<file path="src/rtl/fsk_pkg.sv">
// Shared definitions for the FSK transmit serializer.
//   fsk_state_e  : framing FSM states (3-bit encoding)
//   *_DIV_DEF    : default divider ratios for bit period and tone clocks
//   IDLE_MARK    : line level while no frame is being sent
package fsk_pkg;

    typedef enum logic [2:0] {
        IDLE   = 3'd0,
        WAIT   = 3'd1,
        START  = 3'd2,
        DATA   = 3'd3,
        PARITY = 3'd4,
        STOP   = 3'd5
    } fsk_state_e;

    localparam int BIT_DIV_DEF = 1000;
    localparam int F0_DIV_DEF  = 40;
    localparam int F1_DIV_DEF  = 20;

    localparam logic IDLE_MARK = 1'b1;

endpackage

</file>
<file path="src/rtl/fsk_clk_div.sv">
// Free-running divide-by-DIV counter with a 50% square wave.
//   clk, rst : system clock, asynchronous active-high reset
//   cnt      : current count, 0..DIV-1 (0 during reset)
//   wrap     : high on the cycle where cnt == DIV-1
//   sq       : registered square wave, high while cnt < DIV/2 (low during reset)
// DIV must be even and >= 2.
module fsk_clk_div #(
    parameter  int DIV   = 4,
    localparam int CNT_W = (DIV > 1) ? $clog2(DIV) : 1
) (
    input  logic             clk,
    input  logic             rst,
    output logic [CNT_W-1:0] cnt,
    output logic             wrap,
    output logic             sq
);

    logic [CNT_W-1:0] cnt_q, cnt_d;
    logic             sq_q, sq_d;

    assign wrap = (cnt_q == CNT_W'(DIV - 1));

    always_comb begin
        cnt_d = wrap ? '0 : cnt_q + 1'b1;
        // Decode from the next count so sq lines up with cnt rather than lagging it.
        sq_d  = (cnt_d < CNT_W'(DIV / 2));
    end

    always_ff @(posedge clk or posedge rst) begin
        if (rst) begin
            cnt_q <= '0;
            sq_q  <= 1'b0;
        end else begin
            cnt_q <= cnt_d;
            sq_q  <= sq_d;
        end
    end

    assign cnt = cnt_q;
    assign sq  = sq_q;

endmodule

</file>
<file path="src/rtl/fsk_tx_serializer.sv">
// FSK transmit serializer: accepts parallel words over valid/ready and sends
// them as start + data (LSB first) + [parity] + stop on serial_bit, aligned to a
// free-running bit timer. Also provides the bit-period strobe and both tone clocks.
//   clk, rst    : system clock, asynchronous active-high reset
//   in_data     : word to send, captured when in_valid && in_ready
//   in_valid    : in_data valid
//   in_ready    : high only while idle (and out of reset)
//   serial_bit  : framed bit stream, idles at mark (1)
//   bit_clk     : high for the first BIT_DIV/2 cycles of each bit period
//   clk_f0      : tone clock for a 0 bit, period F0_DIV
//   clk_f1      : tone clock for a 1 bit, period F1_DIV
//   busy        : frame in progress (state != IDLE)
//   frame_done  : one-cycle pulse on the last cycle of the stop bit
// Build option: define FSK_TX_PARITY_EN to append an even-parity bit after the data.
module fsk_tx_serializer
    import fsk_pkg::*;
#(
    parameter int DATA_W  = 8,
    parameter int BIT_DIV = BIT_DIV_DEF,
    parameter int F0_DIV  = F0_DIV_DEF,
    parameter int F1_DIV  = F1_DIV_DEF
) (
    input  logic              clk,
    input  logic              rst,
    input  logic [DATA_W-1:0] in_data,
    input  logic              in_valid,
    output logic              in_ready,
    output logic              serial_bit,
    output logic              bit_clk,
    output logic              clk_f0,
    output logic              clk_f1,
    output logic              busy,
    output logic              frame_done
);

    localparam int DCNT_W = $clog2(DATA_W + 1);

    // Only the wrap and square outputs are needed here; the counts stay inside the dividers.
    logic [$clog2(BIT_DIV)-1:0] bit_cnt_unused;
    logic [$clog2(F0_DIV)-1:0]  f0_cnt_unused;
    logic [$clog2(F1_DIV)-1:0]  f1_cnt_unused;
    logic                       f0_wrap_unused;
    logic                       f1_wrap_unused;
    logic                       bit_wrap;

    fsk_clk_div #(.DIV(BIT_DIV)) u_bit_div (
        .clk  (clk),
        .rst  (rst),
        .cnt  (bit_cnt_unused),
        .wrap (bit_wrap),
        .sq   (bit_clk)
    );

    fsk_clk_div #(.DIV(F0_DIV)) u_f0_div (
        .clk  (clk),
        .rst  (rst),
        .cnt  (f0_cnt_unused),
        .wrap (f0_wrap_unused),
        .sq   (clk_f0)
    );

    fsk_clk_div #(.DIV(F1_DIV)) u_f1_div (
        .clk  (clk),
        .rst  (rst),
        .cnt  (f1_cnt_unused),
        .wrap (f1_wrap_unused),
        .sq   (clk_f1)
    );

    fsk_state_e        state_q, state_d;
    logic [DCNT_W-1:0] dcnt_q, dcnt_d;
    logic              serial_bit_q, serial_bit_d;
    logic              in_ready_q, in_ready_d;
    logic [DATA_W-1:0] shreg_q, shreg_d;
`ifdef FSK_TX_PARITY_EN
    logic              par_q, par_d;
`endif
    logic              xfer;

    assign xfer = in_valid && in_ready_q;

    always_comb begin
        state_d      = state_q;
        dcnt_d       = dcnt_q;
        serial_bit_d = serial_bit_q;
        shreg_d      = shreg_q;
`ifdef FSK_TX_PARITY_EN
        par_d        = par_q;
`endif
        case (state_q)
            IDLE: begin
                // Always pass through WAIT, even on a boundary cycle, so a start bit
                // never begins mid-period and back-to-back frames keep a mark gap.
                if (xfer) begin
                    state_d = WAIT;
                    shreg_d = in_data;
`ifdef FSK_TX_PARITY_EN
                    par_d   = ^in_data;
`endif
                end
            end
            WAIT: begin
                if (bit_wrap) begin
                    state_d      = START;
                    serial_bit_d = 1'b0;
                end
            end
            START: begin
                if (bit_wrap) begin
                    state_d      = DATA;
                    serial_bit_d = shreg_q[0];
                    shreg_d      = shreg_q >> 1;
                    dcnt_d       = DCNT_W'(1);
                end
            end
            DATA: begin
                // dcnt counts data bits already placed on the line; it stops at DATA_W.
                if (bit_wrap) begin
                    if (dcnt_q == DCNT_W'(DATA_W)) begin
`ifdef FSK_TX_PARITY_EN
                        state_d      = PARITY;
                        serial_bit_d = par_q;
`else
                        state_d      = STOP;
                        serial_bit_d = IDLE_MARK;
`endif
                    end else begin
                        serial_bit_d = shreg_q[0];
                        shreg_d      = shreg_q >> 1;
                        dcnt_d       = dcnt_q + 1'b1;
                    end
                end
            end
            PARITY: begin
`ifdef FSK_TX_PARITY_EN
                if (bit_wrap) begin
                    state_d      = STOP;
                    serial_bit_d = IDLE_MARK;
                end
`else
                state_d      = IDLE;
                serial_bit_d = IDLE_MARK;
`endif
            end
            STOP: begin
                if (bit_wrap) begin
                    state_d = IDLE;
                end
            end
            default: begin
                state_d      = IDLE;
                serial_bit_d = IDLE_MARK;
            end
        endcase
        in_ready_d = (state_d == IDLE);
    end

    always_ff @(posedge clk or posedge rst) begin
        if (rst) begin
            state_q      <= IDLE;
            dcnt_q       <= '0;
            serial_bit_q <= IDLE_MARK;
            in_ready_q   <= 1'b0;
        end else begin
            state_q      <= state_d;
            dcnt_q       <= dcnt_d;
            serial_bit_q <= serial_bit_d;
            in_ready_q   <= in_ready_d;
        end
    end

    always_ff @(posedge clk) begin
        shreg_q <= shreg_d;
`ifdef FSK_TX_PARITY_EN
        par_q   <= par_d;
`endif
    end

    assign in_ready   = in_ready_q;
    assign serial_bit = serial_bit_q;
    assign busy       = (state_q != IDLE);
    assign frame_done = (state_q == STOP) && bit_wrap;

endmodule

</file>
<file path="config.mk">
export PLATFORM = sky130hd
export DESIGN_NAME = fsk_tx_serializer
export DESIGN_NICKNAME = d
export VERILOG_FILES = /design/src/rtl/fsk_pkg.sv /design/src/rtl/fsk_clk_div.sv /design/src/rtl/fsk_tx_serializer.sv
export SDC_FILE = /design/constraint.sdc
export NUM_CORES = 1
export LEC_CHECK = 0
export CORE_UTILIZATION = 40
export CTS_CLUSTER_DIAMETER = 50
export DETAILED_ROUTE_END_ITERATION = 8
export PLACE_DENSITY = 0.58
export SETUP_SLACK_MARGIN = 0.15
export SYNTH_ARGS = -nofsm -noshare
export SYNTH_HDL_FRONTEND = slang
export SYNTH_HIERARCHICAL = 1
export SYNTH_SLANG_ARGS = --single-unit
</file>
<file path="constraint.sdc">
create_clock -name clk -period 4 [get_ports clk]
set_input_delay 0.6 -clock clk [delete_from_list [all_inputs] [get_ports clk]]
set_output_delay 0.6 -clock clk [all_outputs]
set_load 0.02 [all_outputs]
</file>
---- Word-level counts from Yosys, hierarchy flattened ----
Cells that the tools add are included.
operators by class
  add/subtract/negate cells ............... 4
  reduce and logical (&&, ||, !) cells .... 11
  bitwise logic cells ..................... 1
  mux-type cells .......................... 24
  equal/unequal tests ..................... 13
  $lt $le $gt $ge ......................... 3
operators with widths
  kind                                                                           count
  8-bit 2-to-1 mux                                                               4
  8-bit case mux with 3 select lines                                             1
  3-bit 2-to-1 mux                                                               6
  3-bit case mux with 5 select lines                                             1
  4-bit 2-to-1 mux                                                               3
  10-bit by 1-bit adder with 10-bit output, second input constant                1
  10-bit == test, second input constant                                          1
  10-bit by 9-bit less-than comparator with 1-bit output, second input constant  1
  10-bit 2-to-1 mux                                                              1
  2-bit inequality test, second input constant                                   5
  4-bit case mux with 2 select lines                                             1
  4-bit AND reduction                                                            2
  6-bit by 1-bit adder with 6-bit output, second input constant                  1
  3-bit by 2-bit == test with 1-bit output, second input constant                2
  6-bit == test, second input constant                                           1
  3-bit logical NOT                                                              2
  6-bit by 5-bit less-than comparator with 1-bit output, second input constant   1
  6-bit 2-to-1 mux                                                               1
  3-bit nonzero test                                                             2
  5-bit by 1-bit adder with 5-bit output, second input constant                  1
  5-bit == test, second input constant                                           1
  5-bit by 4-bit less-than comparator with 1-bit output, second input constant   1
  5-bit 2-to-1 mux                                                               1
  5-bit AND reduction                                                            1
  other kinds (10)                                                               14
storage, ports and cells
  input port bits ......................... 11
  output and inout port bits .............. 7
  word-level logic and storage cells ...... 67
  bits in registers ....................... 41

---- Depth between registers and ports, before layout ----
Gate-level depths: netlist of run 1.
  depth after elaboration ................. 5
  depth in mapped cells ................... 9
  mapped depth without buffers ............ 7

---- Modules after synthesis ----
The synthesis of run 1 kept the hierarchy.
by module, submodules not included
  module                    area each (um2)  sequential area each (um2)  instances  cells each
  fsk_tx_serializer         924.6            466.7                       1          95
  fsk_clk_div at u_bit_div  556.8            275.3                       1          52
  fsk_clk_div at u_f0_div   376.6            175.2                       1          36
  fsk_clk_div at u_f1_div   331.6            150.1                       1          35

---- Least setup slack after synthesis of run 1 ----
Ideal clock, no wire load.
  path type ............................... reg2reg
  from .................................... register u_bit_div.cnt_q[0] (netlist: u_bit_div/cnt[0])
  to ...................................... register shreg_q[0] (enable)
  period minus slack after synthesis ...... 2.414 ns
  required time ........................... 3.625 ns
  slack ................................... 1.586 ns
  setup time .............................. 0.375 ns
  arrival time ............................ 2.038 ns
  cell stages (with the launch flop) ...... 9
  path buffers ............................ 2
  cells stage by stage .................... dfrtp_1 > ha_1 > nand2_2 > nor4b_4 > and3_1 > buf_4 > buf_2 > nand3_1 > a21oi_1
between the ends
  word-level cells in the longest chain between the ends .. 3
  elaborated cells on any way between the ends .. 4
  those cells by class .................... eq/ne (3); reduce/logical (1)
ends and longest elaborated chain
  what                               RTL line                  source
  from (decl)                        fsk_clk_div.sv:18         logic [CNT_W-1:0] cnt_q, cnt_d;
  from (signal assigned)             fsk_clk_div.sv:34         cnt_q <= cnt_d;
  10-bit == test (*)                 fsk_clk_div.sv:21         assign wrap = (cnt_q == CNT_W'(DIV - 1));
  net bit_wrap                       fsk_tx_serializer.sv:44   logic bit_wrap;
  2-bit inequality test (no line)    n/a
  5-bit AND reduction (no line) (*)  n/a
  to (signal assigned)               fsk_tx_serializer.sv:173  shreg_q <= shreg_d;
  to (decl)                          fsk_tx_serializer.sv:74   logic [DATA_W-1:0] shreg_q, shreg_d;
The timed path passes the listed nets; every way through them passes the cells marked *.
A chain may end at the register's enable or synchronous reset.

---- Final worst setup path of run 1 ----
  from .................................... register u_bit_div.cnt_q[0] (netlist: u_bit_div/cnt[0])
  to ...................................... output frame_done
between the ends
  word-level cells in the longest chain between the ends .. 2
ends and longest elaborated chain
  what               RTL line                  source
  10-bit == test     fsk_clk_div.sv:21
  net bit_wrap       fsk_tx_serializer.sv:44
  1-bit logical AND  fsk_tx_serializer.sv:182  assign frame_done = (state_q == STOP) && bit_wrap;
  to (decl)          fsk_tx_serializer.sv:33   output logic frame_done
The timed path passes the listed nets, and every way through them passes these cells.

==> results of run 1 <==
[cell type report]
| class | count | area (sq um) |
|---|---|---|
| Clock inverter | 3 | 21.3 |
| Clock buffer | 5 | 68.8 |
| Sequential cell | 41 | 1070 |
| Inverter | 11 | 41.3 |
| Timing Repair Buffer | 18 | 178 |
| Fill cell | 515 | 2750 |
| Tap cell | 70 | 87.6 |
| Multi-Input combinational cell | 153 | 993 |
[worst max path at each step]
stage	from	to	slack [ps]
finish	u_bit_div/cnt[0]	frame_done	820
global route	u_bit_div/cnt[0]	frame_done	620
CTS	u_bit_div/cnt[0]	frame_done	810
detailed placement	u_bit_div/cnt[0]	frame_done	1130
global placement	u_bit_div/cnt[0]	frame_done	1180
floorplan	u_bit_div/cnt[0]	shreg_q[0]	1590
[state kept, by name, summed over array words and instances, names as in the netlist]
| register | count |
|---|---|
| u_f0_div/sq | 1 |
| u_f0_div/cnt | 6 |
| u_bit_div/sq | 1 |
| u_f1_div/cnt | 5 |
| u_f1_div/sq | 1 |
| serial_bit | 1 |
| in_ready | 1 |
| shreg_q | 8 |
| u_bit_div/cnt | 10 |
| dcnt_q | 4 |
| state_q | 3 |
[through the flow]
step	instances	cell area [sq um]	setup slack [ps]
floorplan	218	2190	1590
global placement	293	2370	1180
detailed placement	293	2370	1130
CTS	301	2460	809
global route	301	2460	620
finish	301	2460	821
[worst register-to-register path, stage by stage (launching register included)]
cell     delay (ps)
dfrtp_1         410
ha_1            260
nand2_2         110
nor4b_4         270
and3_1          200
buf_4           230
nand3_1         100
a21oi_1         670
[cell families after synthesis]
kind of cell    Yosys count
flops                    41
fa+ha+maj                 5
buf+inv                  24
simple gates             90
mux                       2
compound gates           45
xor+xnor                 11
[routing by layer]
layer  wire [microns]  vias to the layer above  global-route usage, %
met1             1970                      729                   19.7
met3              119                        4                   3.47
li1                 -                      776                      -
met5                0                        -                      0
met4               38                        0                   4.42
met2             1610                       29                   21.5
[layout by cell type (no fill, tap or decap), types with 2 or more instances in the layout]
master	Yosys	routed
nand2_1	34	34
dfrtp_1	32	32
nor2_1	19	19
clkdlybuf4s50_1	0	17
nand3_1	12	12
inv_1	11	11
a21oi_1	10	10
o21ai_0	10	10
edfxtp_1	8	8
xnor2_1	6	6
xor2_1	5	5
nor2b_1	5	5
ha_1	5	5
clkbuf_8	0	5
nand2_2	3	3
nand2b_1	2	2
a211o_1	2	2
o32a_1	2	2
o32ai_1	2	2
and4b_1	2	2
a31oi_1	2	2
o21ai_1	2	2
nor4b_4	2	2
and3_1	2	2
a22o_1	2	2
[power by group through the flow]
stage	Clock [W]	Sequential, W	Combinational [W]
detailed placement	0	0.000450	0.0000498
global placement	0	0.000450	0.0000498
finish	0.000277	0.000442	0.0000492
floorplan	0	0.000447	0.0000287
CTS	0.000289	0.000442	0.0000500
global route	0.000302	0.000443	0.0000557
==> out/summary.txt, run 1 <==
Avg Inst Size Synth - 10.0 sq um
static leakage power - 1.02 nW
Hold Crit Class - reg -> reg
number of vias per cell - 5.11
antenna violations before repair - 0
Seq cells post-synth - 41
hold-fix buffers at CTS - 0
Buf+Inv Stages, Crit Path - 3
Synth Area in Adders - 2.86%
Final GP Congestion - 0.798
Slew headroom - 46.8%
die width - 76.0 microns
Int Power - 0.000579 W
Initial Utilization - 42.1%
Final Cycle Share - 79.5%
FF-to-FF End - shreg_q[4]
switching power - 0.000189 W
Clk pwr share - 36.1%
Slew @ Worst Pin - 798 ps
sequential-to-total area share from yosys stat - 48.7%
Critical Path Max Stage Delay - 610 ps
Layout Skew - 8.57 ps
post-cts sizing count - 0
Synth top area share - 36.6%
outcome - finished clean
CP Max Fanout - 17
synth top area cells - dfrtp_1, edfxtp_1, nand2_1, nor2_1, ha_1
CP endpoint kind - primary output
count leader, synth - nand2_1
full die area - 5770 sq um
Fmax - 315 MHz
hold_ws - 493 ps
Seq pwr share - 57.5%
CP required - 3400 ps
Synth Instances - 218
r2r worst-path depth - 7
worst-case clock buffer depth - 2
CP Launch Type - register
I/O pins - 18
die height - 76.0 microns
CTS Buf Count - 5
minimum clock period - 3180 ps
Synth Flop Type - dfrtp_1
Levels on crit path - 8
first-pass GRT wire length - 6580 microns
worst path cell trace - ha_1, nand2_2, nor4b_4, and3_1, buf_4, inv_1, nor2_1, clkdlybuf4s50_1
Area growth syn-to-layout - 12.2%
Worst Hold Launch - u_f1_div/cnt[0]
Synthesized Nets - 234
Fin. Hold Viols - 0
final setup fails - 0
mux cell area share after synthesis - 1.14%
Synth Warn # - 6
Switching Fraction - 24.6%
via count of the first global-routing pass - 1495
main combinational cell family by area after synthesis - simple AND/OR/NAND/NOR gates
cell family with most CP delay - buffers and inverters
CTS tree - yes
RSZ-0062 raised after global routing - no
antenna viol nets, final - 0
launch point of the worst reg-to-reg path - u_bit_div/cnt[0]
Hold Path Stages - 1
complex-gate fraction of the synthesized area - 14.5%
total negative slack - 0 ps
CTS sink cnt - 41
Simple-Gate Fraction of Synth Area - 22.5%
number of inserted diodes - 0
total track usage - 14.1%
Worst Hold End - u_f1_div/cnt[0]
R2R Setup Slk - 1400 ps
CP max-delay cell - clkdlybuf4s50_1
First-pass DRT Iterations - 4
core footprint - 5200 sq um
Post-synth EDFFs - 8
Pins Over Slew Limit - 0
top cell type by total area after synthesis - dfrtp_1
CP arrival - 2580 ps
vias - 1538
Worst-Skew Late Latency - 290 ps
Comb power frac - 6.4%
DRC - 0
Overflow after GRT - 0
Site Rows - 26
IO buf count - 17
DRT Wirelength - 3730 microns
drt wl/cell - 12.4 microns
Util after Layout - 47.2%
post-CTS setup buffers - 0
Design Power - 0.000769 W
fin nets - 246
number of max-cap violations - 0
type of the worst setup path - reg -> out
Worst VDD drop - 0.000224 V
dpl hpwl - 2650 microns
Post-Synth XOR/XNOR Area - 4.40%
clock transition at the registers of the reported paths - 80 ps
share of cells above drive strength 1 - 9.96%
Root Driver - clkbuf_8
Async SR Flop Fraction - 80.5%
largest net degree at the start of global routing - 18
Power Dens Cells - 313 nW/um^2
# H-tree levels - 2
Distinct cells, synth - 51
Post-synth top cells - nand2_1, dfrtp_1, nor2_1
DR iter-0 viols - 136
Mapped Area - 2190 sq um
Power figures use the tool's default switching activity.
==> run 2: changes to the inputs <==
==> constraint.sdc (replaced) <==
create_clock -name clk -period 3.1 [get_ports clk]
set_input_delay 0.465 -clock clk [delete_from_list [all_inputs] [get_ports clk]]
set_output_delay 0.465 -clock clk [all_outputs]
set_load 0.02 [all_outputs]
==> out/summary.txt, run 2 (synthesis gave the netlist of run 1 again) <==
Worst-Skew Late Latency - 300 ps
Worst Hold Launch - u_f1_div/cnt[0]
# H-tree levels - 2
core footprint - 5200 sq um
static leakage power - 1.03 nW
First-pass DRT Iterations - 4
die width - 76.0 microns
number of max-cap violations - 0
most common library cell in the layout ignoring fill and taps - nand2_1
number of vias per cell - 5.12
CP arrival - 2330 ps
final setup fails - 0
RSZ-0062 raised after global routing - no
Slew headroom - 69.1%
launch point of the worst reg-to-reg path - u_bit_div/cnt[0]
antenna viol nets, final - 0
CP endpoint kind - primary output
Power Dens Cells - 403 nW/um^2
post-cts sizing count - 0
non-filler cells in the finished layout - 302
worst path cell trace - ha_1, nand2_2, nor4b_4, and3_1, inv_1, nor2_1, clkdlybuf4s50_1
via count of the first global-routing pass - 1463
CP max-delay cell - clkdlybuf4s50_1
CTS Buf Count - 5
worst slack, placed - 610 ps
cell area after layout - 2460 sq um
worst-case clock buffer depth - 2
R2R Setup Slk - 900 ps
Final GP Congestion - 0.749
placed cell count - 294
Area growth syn-to-layout - 12.6%
max reg flops - 10
CP Launch Type - register
Pins Over Slew Limit - 0
DR iter-0 viols - 43
full die area - 5770 sq um
antenna violations before repair - 0
first-pass GRT wire length - 6630 microns
Layout Skew - 4.01 ps
number of inserted diodes - 0
CTS tree - yes
Slew @ Worst Pin - 464 ps
fin nets - 247
share of cells above drive strength 1 - 10.3%
largest net degree at the start of global routing - 17
vias - 1545
placed inst area - 2370 sq um
CTS sink cnt - 41
CP required - 2630 ps
Fin. Hold Viols - 0
r2r worst-path depth - 8
CP Max Fanout - 5
drt wl/cell - 12.7 microns
outcome - finished clean
minimum clock period - 2800 ps
DRT Wirelength - 3830 microns
Root Driver - clkbuf_8
post-CTS setup buffers - 0
total negative slack - 0 ps
Final Cycle Share - 90.3%
Worst VDD drop - 0.000238 V
Hold Path Stages - 1
Critical Path Max Stage Delay - 610 ps
type of the worst setup path - reg -> out
Initial Utilization - 42.1%
Fmax - 357 MHz
clock transition at the registers of the reported paths - 80 ps
DRC - 0
dpl hpwl - 2690 microns
total track usage - 14.4%
die height - 76.0 microns
Site Rows - 26
FF-to-FF End - shreg_q[1]
Overflow after GRT - 0
hold-fix buffers at CTS - 0
IO buf count - 17
Worst Hold End - u_f1_div/cnt[0]
final worst slack - 302 ps
most frequent cells in the layout - nand2_1, dfrtp_1, nor2_1
Hold Crit Class - reg -> reg
I/O pins - 18
run 2: cell types whose count changed in the layout (fill, tap and decap cells not counted), sizes merged:
cell	before	now
buf	1	2
run 2: final cells by class:
type                            instances  area [sq um]
Sequential cell                        41          1070
Fill cell                             518          2740
Tap cell                               70          87.6
Clock buffer                            5          68.8
Timing Repair Buffer                   19           185
Clock inverter                          3          21.3
Multi-Input combinational cell        153           993
Inverter                               11          41.3
run 2: worst max-delay path by stage:
stage / depth (start not counted) / start / end
detailed placement: 7 / u_bit_div/cnt[0] / frame_done
global placement: 7 / u_bit_div/cnt[0] / frame_done
CTS: 7 / u_bit_div/cnt[0] / frame_done
floorplan: 8 / u_bit_div/cnt[0] / shreg_q[0]
finish: 7 / u_bit_div/cnt[0] / frame_done
global route: 7 / u_bit_div/cnt[0] / frame_done
run 2: layer usage:
metal / GRT usage, % / part of all wire [%] / vias to the layer above
met1: 20.3 / 51 / 736
met2: 21.1 / 45 / 22
met5: 0 / 0 / -
met4: 6.54 / 1.7 / 0
met3: 3.23 / 2.9 / 7
li1: - / - / 780
run 2: critical path: cells and delay by family (launching register included):
kind,cells,cell delay [ps]
AND/OR/NAND/NOR,4,700
buffers and inverters,2,690
flip-flops,1,400
adder cells (fa/ha/maj),1,240
run 2: metrics by stage:
stage	util [%]	hold slack, ps	total power [W]
2_1_floorplan	-	256	0.000614
3_3_place_gp	45.6	478	0.000646
3_5_place_dp	45.6	487	0.000646
4_1_cts	47.4	493	0.00101
5_1_grt	47.4	515	0.00104
6_report	47.4	491	0.000992
run 2: where the power goes:
part	total [W]	internal, W	switching, W
Clock	0.000358	0.000160	0.000199
Combinational	0.0000635	0.0000319	0.0000316
Sequential	0.000571	0.000556	0.0000141
Total	0.000992	0.000748	0.000244
==> run 3: changes to the inputs <==
--- a/config.mk
+++ b/config.mk
@@ -5,6 +5,7 @@
 export SDC_FILE = /design/constraint.sdc
 export NUM_CORES = 1
 export LEC_CHECK = 0
+export ABC_AREA = 1
 export CORE_UTILIZATION = 40
 export CTS_CLUSTER_DIAMETER = 50
 export DETAILED_ROUTE_END_ITERATION = 8
==> out/summary.txt, run 3 <==
switching power - 0.000197 W
cell area after layout - 2490 sq um
vias - 1585
Clk pwr share - 42.3%
Simple-Gate Fraction of Synth Area - 31.5%
FF/Latch Area - 1070 sq um
Post-synth top cells - nand2_1, inv_1, dfrtp_1
Avg Inst Size Synth - 8.11 sq um
antenna viol nets, final - 0
core footprint - 5110 sq um
Slew headroom - 72.8%
IO buf count - 17
DRT Wirelength - 3580 microns
Synth Flop Type - dfrtp_1
outcome - finished clean
Switching Fraction - 19.8%
Worst VDD drop - 0.000302 V
Synth Instances - 261
First-pass DRT Iterations - 4
I/O pins - 18
full die area - 5580 sq um
number of max-cap violations - 0
dpl hpwl - 2700 microns
CTS sink cnt - 41
hold-fix buffers at CTS - 0
count leader, synth - nand2_1
Critical path origin - u_bit_div/cnt[0]
DRC - 0
main combinational cell family by area after synthesis - simple AND/OR/NAND/NOR gates
Site Rows - 26
RSZ-0062 raised after global routing - no
Async SR Flop Fraction - 80.5%
Fmax - 368 MHz
Mapped Area - 2120 sq um
first-pass GRT wire length - 6220 microns
Post-Synth XOR/XNOR Area - 0.414%
post-cts sizing count - 0
complex-gate fraction of the synthesized area - 5.50%
CP required - 2630 ps
Int Power - 0.000799 W
Multi-input gate area - 853 sq um
Synth top area share - 37.8%
Distinct cells, synth - 28
mux cell area share after synthesis - 0%
fin nets - 301
top cell type by total area after synthesis - dfrtp_1
DR iter-0 viols - 86
via count of the first global-routing pass - 1463
placed inst area - 2380 sq um
CTS tree - yes
Final GP Congestion - 0.830
most frequent cells in the layout - nand2_1, inv_1, dfrtp_1
Initial Utilization - 41.4%
largest net degree at the start of global routing - 14
Seq cells post-synth - 41
Root Driver - clkbuf_8
# H-tree levels - 2
R2R Setup Slk - 1040 ps
drt wl/cell - 10.0 microns
Pins Over Slew Limit - 0
CTS Buf Count - 5
Slew @ Worst Pin - 408 ps
clock transition at the registers of the reported paths - 80 ps
launch point of the worst reg-to-reg path - u_bit_div/cnt[0]
total track usage - 14.9%
Worst-Skew Late Latency - 290 ps
Area growth syn-to-layout - 17.5%
worst setup path endpoint - frame_done
number of inserted diodes - 0
post-CTS setup buffers - 0
worst-case clock buffer depth - 2
final setup fails - 0
type of the worst setup path - reg -> out
Design Power - 0.000996 W
most common library cell in the layout ignoring fill and taps - nand2_1
number of vias per cell - 4.45
Post-synth EDFFs - 8
synth top area cells - dfrtp_1, nand2_1, edfxtp_1, inv_1, nand3_1
Final Cycle Share - 87.6%
CP endpoint kind - primary output
CP Launch Type - register
FF-to-FF End - shreg_q[3]
r2r worst-path depth - 10
sequential-to-total area share from yosys stat - 50.4%
minimum clock period - 2710 ps
Layout Skew - 4.13 ps
Comb power frac - 2.7%
Seq pwr share - 55.1%
Synth Area in Adders - 2.96%
antenna violations before repair - 0
Synth Warn # - 6
die width - 74.7 microns
total negative slack - 0 ps
Power Dens Cells - 401 nW/um^2
static leakage power - 1.25 nW
Hold Crit Class - in -> async
Fin. Hold Viols - 0
Overflow after GRT - 0
share of cells above drive strength 1 - 14.3%
CP Max Fanout - 7
max reg flops - 10
Synthesized Nets - 277
CP arrival - 2250 ps
filler instances - 515
die height - 74.7 microns
hold_ws - 484 ps
run 3: layout make-up:
type,instances,share of cell area [%]
Tap cell,70,3.52
Clock inverter,3,1.66
Clock buffer,5,2.77
Sequential cell,41,42.9
Inverter,50,7.65
Multi-Input combinational cell,169,34.3
Timing Repair Buffer,18,7.15
run 3: layer usage:
metal / share of wire, % / up-vias / GRT usage, %
met5: 0 / - / 0
met4: 1.7 / 0 / 6.29
met3: 2.7 / 5 / 4.02
met2: 45 / 17 / 22.2
met1: 51 / 711 / 20.5
li1: - / 852 / -
run 3: kinds of logic (layout without fill, tap and decap cells):
family                   Yosys count  in the layout
AO/OA/AOI/OAI                     18             18
adder cells (fa/ha/maj)            5              5
XOR/XNOR                           1              1
flip-flops                        41             41
buffers and inverters             51             76
AND/OR/NAND/NOR                  145            145
run 3: power groups by stage:
| stage | Sequential [W] | Combinational, W | Clock, W |
|---|---|---|---|
| floorplan | 0.000560 | 0.0000109 | 0 |
| global placement | 0.000560 | 0.0000273 | 0 |
| detailed placement | 0.000560 | 0.0000277 | 0 |
| CTS | 0.000549 | 0.0000279 | 0.000437 |
| global route | 0.000549 | 0.0000307 | 0.000462 |
| finish | 0.000549 | 0.0000265 | 0.000421 |
run 3: critical path, stage by stage, from the launching register on:
cell,delay [ps]
dfrtp_1,390
ha_1,210
nand2_2,100
nor2_2,120
nand3_2,130
inv_2,150
inv_1,100
nor2_1,130
clkdlybuf4s50_1,610
run 3: worst min-delay path by stage:
stage                     slack (ps)              end  depth (start not counted)            start
final                            480      u_f1_div/sq                          2              rst
after global routing             500  u_f1_div/cnt[0]                          1  u_f1_div/cnt[0]
after CTS                        490  u_f1_div/cnt[0]                          1  u_f1_div/cnt[0]
after detailed placement         480  u_f1_div/cnt[0]                          1  u_f1_div/cnt[0]
after global placement           470  u_f1_div/cnt[0]                          1  u_f1_div/cnt[0]
after floorplan                  260  u_f1_div/cnt[0]                          1              rst
run 3: per-stage QoR:
step / std cells / worst slack (ps) / util (%)
2_1_floorplan: 261 / 968 / -
3_3_place_gp: 348 / 750 / 46.5
3_5_place_dp: 348 / 716 / 46.5
4_1_cts: 356 / 382 / 48.7
5_1_grt: 356 / 181 / 48.7
6_report: 356 / 386 / 48.7
